===== src/rtl/sysarray_pkg.sv =====
// rtl/sysarray_pkg.sv - shared constants and types for the systolic array drain
//
// Purpose: element width, array dimension, index widths and the drain FSM
// state type used by sysarray8_drain and its result buffer.
// Ports: none (package).
package sysarray_pkg;

  localparam int DATA_W = 32;
  localparam int N      = 8;
  localparam int IDX_W  = 3;   // row / column index width
  localparam int CNT_W  = 6;   // flat element index width (64 elements)

  typedef enum logic [1:0] {
    IDLE    = 2'd0,
    CAPTURE = 2'd1,
    STREAM  = 2'd2
  } drain_state_t;

endpackage


===== src/rtl/sysarray8_drain_buf.sv =====
// rtl/sysarray8_drain_buf.sv - 8x8 result buffer, one column write, one random read
//
// Purpose: holds one captured result frame. A whole column (one word per
// row) is written per cycle; any single element is read combinationally.
// Ports:
//   clk      - write clock
//   wr_en    - write the column selected by wr_col
//   wr_col   - column address of the write
//   wr_data  - one word per row, wr_data[i] goes to row i
//   rd_row   - read row address
//   rd_col   - read column address
//   rd_data  - element at [rd_row][rd_col]
module sysarray8_drain_buf #(
  parameter int DATA_W = sysarray_pkg::DATA_W,
  parameter int N      = sysarray_pkg::N
) (
  input  logic                                clk,
  input  logic                                wr_en,
  input  logic [sysarray_pkg::IDX_W-1:0]      wr_col,
  input  logic [N-1:0][DATA_W-1:0]            wr_data,
  input  logic [sysarray_pkg::IDX_W-1:0]      rd_row,
  input  logic [sysarray_pkg::IDX_W-1:0]      rd_col,
  output logic [DATA_W-1:0]                   rd_data
);

  logic [N-1:0][DATA_W-1:0] row_rd;

  // Storage is split per row so each row has exactly one writing process.
  // Contents are intentionally not reset.
  for (genvar i = 0; i < N; i++) begin : g_row
    logic [DATA_W-1:0] cells [N];

    always_ff @(posedge clk) begin
      if (wr_en) begin
        cells[wr_col] <= wr_data[i];
      end
    end

    assign row_rd[i] = cells[rd_col];
  end

  assign rd_data = row_rd[rd_row];

endmodule


===== src/rtl/sysarray8_drain.sv =====
// rtl/sysarray8_drain.sv - captures an 8x8 result frame from the east ports and streams it out
//
// Purpose: after the array pulses okay, eight columns of results arrive on
// east0..east7 (column 7 first). They are captured into a local buffer and
// then streamed one element per valid/ready beat with row/column tags.
// Build option: define SYSARRAY_DRAIN_TRANSPOSE_EN for column-major stream
// order; default is row-major.
// Ports:
//   clk, rst_n       - clock, asynchronous active-low reset
//   okay             - array done pulse, starts a frame
//   east0..east7     - row i result port
//   m_valid/m_ready  - output handshake
//   m_data           - element value
//   m_row, m_col     - true indices of m_data
//   m_last           - final element of the frame (C[7][7])
//   busy             - capturing or streaming
//   overflow         - sticky: a frame start was dropped
module sysarray8_drain #(
  parameter int DATA_W = sysarray_pkg::DATA_W,
  parameter int N      = sysarray_pkg::N
) (
  input  logic              clk,
  input  logic              rst_n,
  input  logic              okay,
  input  logic [DATA_W-1:0] east0,
  input  logic [DATA_W-1:0] east1,
  input  logic [DATA_W-1:0] east2,
  input  logic [DATA_W-1:0] east3,
  input  logic [DATA_W-1:0] east4,
  input  logic [DATA_W-1:0] east5,
  input  logic [DATA_W-1:0] east6,
  input  logic [DATA_W-1:0] east7,
  output logic              m_valid,
  input  logic              m_ready,
  output logic [DATA_W-1:0] m_data,
  output logic [2:0]        m_row,
  output logic [2:0]        m_col,
  output logic              m_last,
  output logic              busy,
  output logic              overflow
);

  import sysarray_pkg::*;

  drain_state_t             state, state_next;
  logic [IDX_W-1:0]         cap_cnt, cap_cnt_next;
  logic [CNT_W-1:0]         out_idx, out_idx_next;
  logic                     overflow_next;

  logic                     wr_en;
  logic [IDX_W-1:0]         wr_col;
  logic [N-1:0][DATA_W-1:0] east;
  logic [IDX_W-1:0]         rd_row, rd_col;
  logic [DATA_W-1:0]        rd_data;

  assign east = {east7, east6, east5, east4, east3, east2, east1, east0};

  // Stream order only changes how out_idx maps onto the buffer; the tags
  // reported on m_row/m_col are always the true element position.
`ifdef SYSARRAY_DRAIN_TRANSPOSE_EN
  assign rd_col = out_idx[5:3];
  assign rd_row = out_idx[2:0];
`else
  assign rd_row = out_idx[5:3];
  assign rd_col = out_idx[2:0];
`endif

  sysarray8_drain_buf #(
    .DATA_W (DATA_W),
    .N      (N)
  ) u_buf (
    .clk     (clk),
    .wr_en   (wr_en),
    .wr_col  (wr_col),
    .wr_data (east),
    .rd_row  (rd_row),
    .rd_col  (rd_col),
    .rd_data (rd_data)
  );

  always_ff @(posedge clk or negedge rst_n) begin
    if (!rst_n) begin
      state    <= IDLE;
      cap_cnt  <= '0;
      out_idx  <= '0;
      overflow <= 1'b0;
    end else begin
      state    <= state_next;
      cap_cnt  <= cap_cnt_next;
      out_idx  <= out_idx_next;
      overflow <= overflow_next;
    end
  end

  always_comb begin
    state_next    = state;
    cap_cnt_next  = cap_cnt;
    out_idx_next  = out_idx;
    overflow_next = overflow;
    wr_en         = 1'b0;
    wr_col        = '0;
    m_valid       = 1'b0;
    m_last        = 1'b0;
    m_data        = '0;
    m_row         = '0;
    m_col         = '0;
    busy          = 1'b0;

    case (state)
      IDLE: begin
        if (okay) begin
          // Frame cycle 0 carries column 7.
          wr_en        = 1'b1;
          wr_col       = IDX_W'(N - 1);
          cap_cnt_next = IDX_W'(1);
          state_next   = CAPTURE;
        end
      end

      CAPTURE: begin
        busy         = 1'b1;
        wr_en        = 1'b1;
        wr_col       = IDX_W'(N - 1) - cap_cnt;
        cap_cnt_next = cap_cnt + IDX_W'(1);
        // A start while a frame is still arriving cannot be honoured.
        if (okay && (cap_cnt != '0)) begin
          overflow_next = 1'b1;
        end
        if (cap_cnt == IDX_W'(N - 1)) begin
          cap_cnt_next = '0;
          out_idx_next = '0;
          state_next   = STREAM;
        end
      end

      STREAM: begin
        busy    = 1'b1;
        m_valid = 1'b1;
        m_last  = (out_idx == '1);
        m_data  = rd_data;
        m_row   = rd_row;
        m_col   = rd_col;
        // Includes okay coinciding with the final handshake: no restart.
        if (okay) begin
          overflow_next = 1'b1;
        end
        if (m_ready) begin
          out_idx_next = out_idx + CNT_W'(1);
          if (out_idx == '1) begin
            state_next = IDLE;
          end
        end
      end

      default: begin
        state_next = IDLE;
      end
    endcase
  end

endmodule


===== config.mk =====
export PLATFORM = sky130hd
export DESIGN_NAME = sysarray8_drain
export DESIGN_NICKNAME = d
export VERILOG_FILES = /design/src/rtl/sysarray_pkg.sv /design/src/rtl/sysarray8_drain_buf.sv /design/src/rtl/sysarray8_drain.sv
export SDC_FILE = /design/constraint.sdc
export NUM_CORES = 2
export LEC_CHECK = 0
export ABC_AREA = 1
export BUFFER_PORTS_ARGS = -buffer_cell sky130_fd_sc_hd__buf_2
export CAP_MARGIN = 20
export CORE_MARGIN = 1
export CORE_UTILIZATION = 50
export CTS_BUF_LIST = sky130_fd_sc_hd__clkbuf_8 sky130_fd_sc_hd__clkbuf_16
export DETAILED_ROUTE_END_ITERATION = 10
export PLACE_DENSITY = 0.74
export SLEW_MARGIN = 40
export SYNTH_ARGS = -nofsm -noshare
export SYNTH_HDL_FRONTEND = slang
export SYNTH_SLANG_ARGS = --single-unit
export TNS_END_PERCENT = 1

===== constraint.sdc =====
create_clock -name clk -period 15.2 [get_ports clk]
set_input_delay 2.28 -clock clk [delete_from_list [all_inputs] [get_ports clk]]
set_output_delay 2.28 -clock clk [all_outputs]
set_load 0.1 [all_outputs]

==> summary.md <==
| Metric | Value |
|---|---|
| First DRT Iteration DRCs | 7,608 |
| Synth cell count leaders | edfxtp_1 (2,048), nand2_1 (1,790), nor2_1 (1,083), nand3_1 (653), o21ai_0 (553) |
| CP Launch Type | flop |
| Core area | approximately 0.17 sq mm |
| Net count after synthesis | around 7,600 |
| Area growth syn-to-layout | 11.67% |
| Largest family of logic cells by synthesized area | simple AND/OR/NAND/NOR gates |
| First drt pass iteration count | 10 |
| YS warnings | 0 |
| Grt ovf | 0 |
| Cts repair resizes | 0 |
| Mean post-synth cell area | 11.56 sq um |
| Initial antenna violation count | 110 |
| Slew margin rel. | 38.01% |
| Post-synth top area share | about 73% |
| Share of cells above drive strength 1 | 9.065% |
| Share of the yosys chip area belonging to registers | about 73% |
| CP Class | flop to output port |
| Crit-path max FO | ~150 |
| Yosys cell types | 26 |
| Max-cap violations | 0 |
| Initial Util | between 50 and 60% |
| Top_reg_cell synth | edfxtp_1 |
| Final setup TNS | 0 ns |
| Cell taking the most area after synthesis | edfxtp_1 |
| PD cells | about 180 mW/mm^2 |
| Post-synth EDFFs | slightly above 2,000 |
| Critical Path End Type | output port |
| Vias per cell | between 5 and 6 |
| Final Util | 56.26% |
| Placer Congestion | 0.9084 |
| Detailed-route wire length per cell | 23.60 um |
| Number of global-route vias before repair | about 53,000 |
| Peak supply drop | roughly 260 uV |
| Final Non-Filler Cells | a little under 10,000 |
| Hold WC Path Type | flop to flop |
| Setup violators final | 0 |
| Cells after Synth | around 7,300 |
| Proportion of synthesized area in mux cells | 0% |
| Cell Chain, Critical Path | inv_8 > buf_12 > buf_4 > buf_4 > nand3_1 > a21oi_1 > nor2_1 > nand2_1 > nand3_1 > a21oi_1 > buf_2 |
| Final Hold Fails | 0 |
| Simple-gate share of the synthesized area | between 10% and 20% |
| Leakage power | between 30 and 40 nW |
| DIE AREA | 0.1701 sq mm |
| Area used by multi-input combinational logic | between 0.015 and 0.02 sq mm |
| Largest net degree at the start of global routing | 228 |
| GRT Overall Usage | a little over a quarter |
| Global-route wire length before repair | ~340,000 um |
| CTS Buf Count | around 200 |
| Critical Path Max Stage Delay | slightly below 0.8 ns |
| Unrepaired setup endpoints after global routing | no |
| Vias | 56,600 |
| # clock sinks | roughly 2,100 |
| CTS H-Tree Depth | 4 |
| Min cycle time layout | about 8.9 ns |
| Crit-path slowest cell | buf_4 |
| Count leader, synth | edfxtp_1 |
| Number of routed nets with antenna violations | 0 |
| Crit path required time | 12.92 ns |
| Yosys reg bits | just over 2,000 |
| WL final | between 200,000 and 250,000 um |
| Fin. max-slew vios | 0 |
| CTS tree | yes |
| Nets@finish | slightly below 8,000 |
| FF/Latch Area | 0.06182 sq mm |
| Status | finished, final reports clean |
| Clock-pin slew on the worst setup and hold paths | 0.06 ns |
| Placed Instances | approximately 9,400 |
| Root Driver | clkbuf_16 |
| Period utilisation layout | 58.26% |
| WP data arrival | ~6.6 ns |
| I/O pin total | 302 |
| Worst skew pair latency | ~0.84 ns |
| Die Wd | 412.5 um |
| CTS Buffer Depth | 3 |
| Slew @ Worst Pin | just over 0.9 ns |
| FP Rows | 150 |
| Fill cells | 13,100 |
| Hpwl dp | between 100,000 and 150,000 um |
| Compound-Gate Fraction of Synth Area | under 10% |
| Skew final | 0.03770 ns |
| Fmax | ~110 MHz |
| DRC | 0 |
| Die height | slightly above 400 um |
| Synthesized cell area | ~0.084 sq mm |
| Synth Area in XOR/XNOR | 0% |
| Number of buffers inserted by hold repair at cts | 0 |
| Post-Synth Adder-Cell Area | 0.1337% |
| Post-CTS setup buffer count | 0 |
| Top cells by area, synth | edfxtp_1 (73%), nand2_1 (8.0%), nor2_1 (4.8%) |
| Async SR Flop Fraction | less than 1% |
| Port Buffers | about 300 |
-- state kept, by name, summed over array words and instances, names as in the netlist --
name / count
cap_cnt: 3
out_idx: 6
overflow: 1
state: 2
u_buf.g_row.cells: 2048
-- metal layers --
layer	GRT usage [%]	part of all wire, %
met1	34.28	36
met2	42.44	47
met3	6.893	11
met4	13.88	5.2
met5	0	0.19
-- stage by stage --
stage	setup WS [ns]	total power [mW]	cell area, sq um	hold slack [ns]
3_5_place_dp	7.501	12.03	87650	0.5593
2_1_floorplan	0.9064	10.61	84250	0.5072
3_3_place_gp	7.447	11.87	87170	0.5311
6_report	6.344	16.74	94080	0.5875
5_1_grt	6.203	17.38	94020	0.5909
4_1_cts	6.583	16.67	93850	0.5764
-- where the power goes --
part,switching (mW),internal (mW)
combinational,3.96,1.17
clock,2.09,2.61
sequential,0.149,6.77
total,6.19,10.6
-- cell usage in the layout, fill, tap and decap left out, types with 2 or more instances in the layout --
master,n
a21oi_1,161
buf_12,16
buf_16,14
buf_2,301
buf_4,33
buf_6,27
buf_8,2
bufinv_16,11
clkbuf_16,203
clkbuf_8,2
clkinv_1,53
clkinv_16,3
clkinv_2,21
clkinv_8,3
clkinvlp_4,4
dfrtp_1,7
dfrtp_4,4
diode_2,45
edfxtp_1,2048
ha_1,8
inv_1,425
inv_6,8
inv_8,2
nand2_1,1789
nand3_1,653
nor2_1,1075
nor2_4,8
nor3_1,3
o211ai_1,74
o21ai_0,552
o21ai_1,23
o22ai_1,47
or2_2,22
-- cell families after synthesis --
family / after synthesis
adders and majority gates: 9
and+or+nand+nor: 3554
AOI/OAI and AO/OA: 859
DFF: 2060
buffers and inverters: 807
-- path summary, 6_finish.rpt --
| path | startpoint | endpoint | slack, ns | cells past startpoint |
|---|---|---|---|---|
| worst max-delay path | out_idx[1] | m_data[3] | 6.34 | 11 |
| worst min-delay path | state[0] | state[0] | 0.59 | 2 |
| max in group asynchronous | rst_n | out_idx[2] | 13.58 | 1 |
| min in group asynchronous | rst_n | overflow | 1.33 | 1 |
| worst max register to register | state[1] | u_buf.g_row[6].cells[4][27] | 10.63 | 11 |
| worst min register to register | state[0] | state[0] | 0.59 | 2 |
-- area by class of cell --
cell class / count / area share [%]
Antenna cell: 45 / 0.1197
Timing Repair Buffer: 393 / 2.970
Tap cell: 2204 / 2.931
Inverter: 373 / 1.527
Clock buffer: 205 / 5.429
Clock inverter: 159 / 1.160
Multi-Input combinational cell: 4422 / 20.16
Sequential cell: 2060 / 65.71
-- critical path, delay by kind of cell (launching register included) --
family / cells / cell delay, ns
flops: 1 / 0.77
simple gates: 4 / 0.51
compound gates: 2 / 0.84
buf+inv: 5 / 3.29
(Power assumes the default switching activity.)
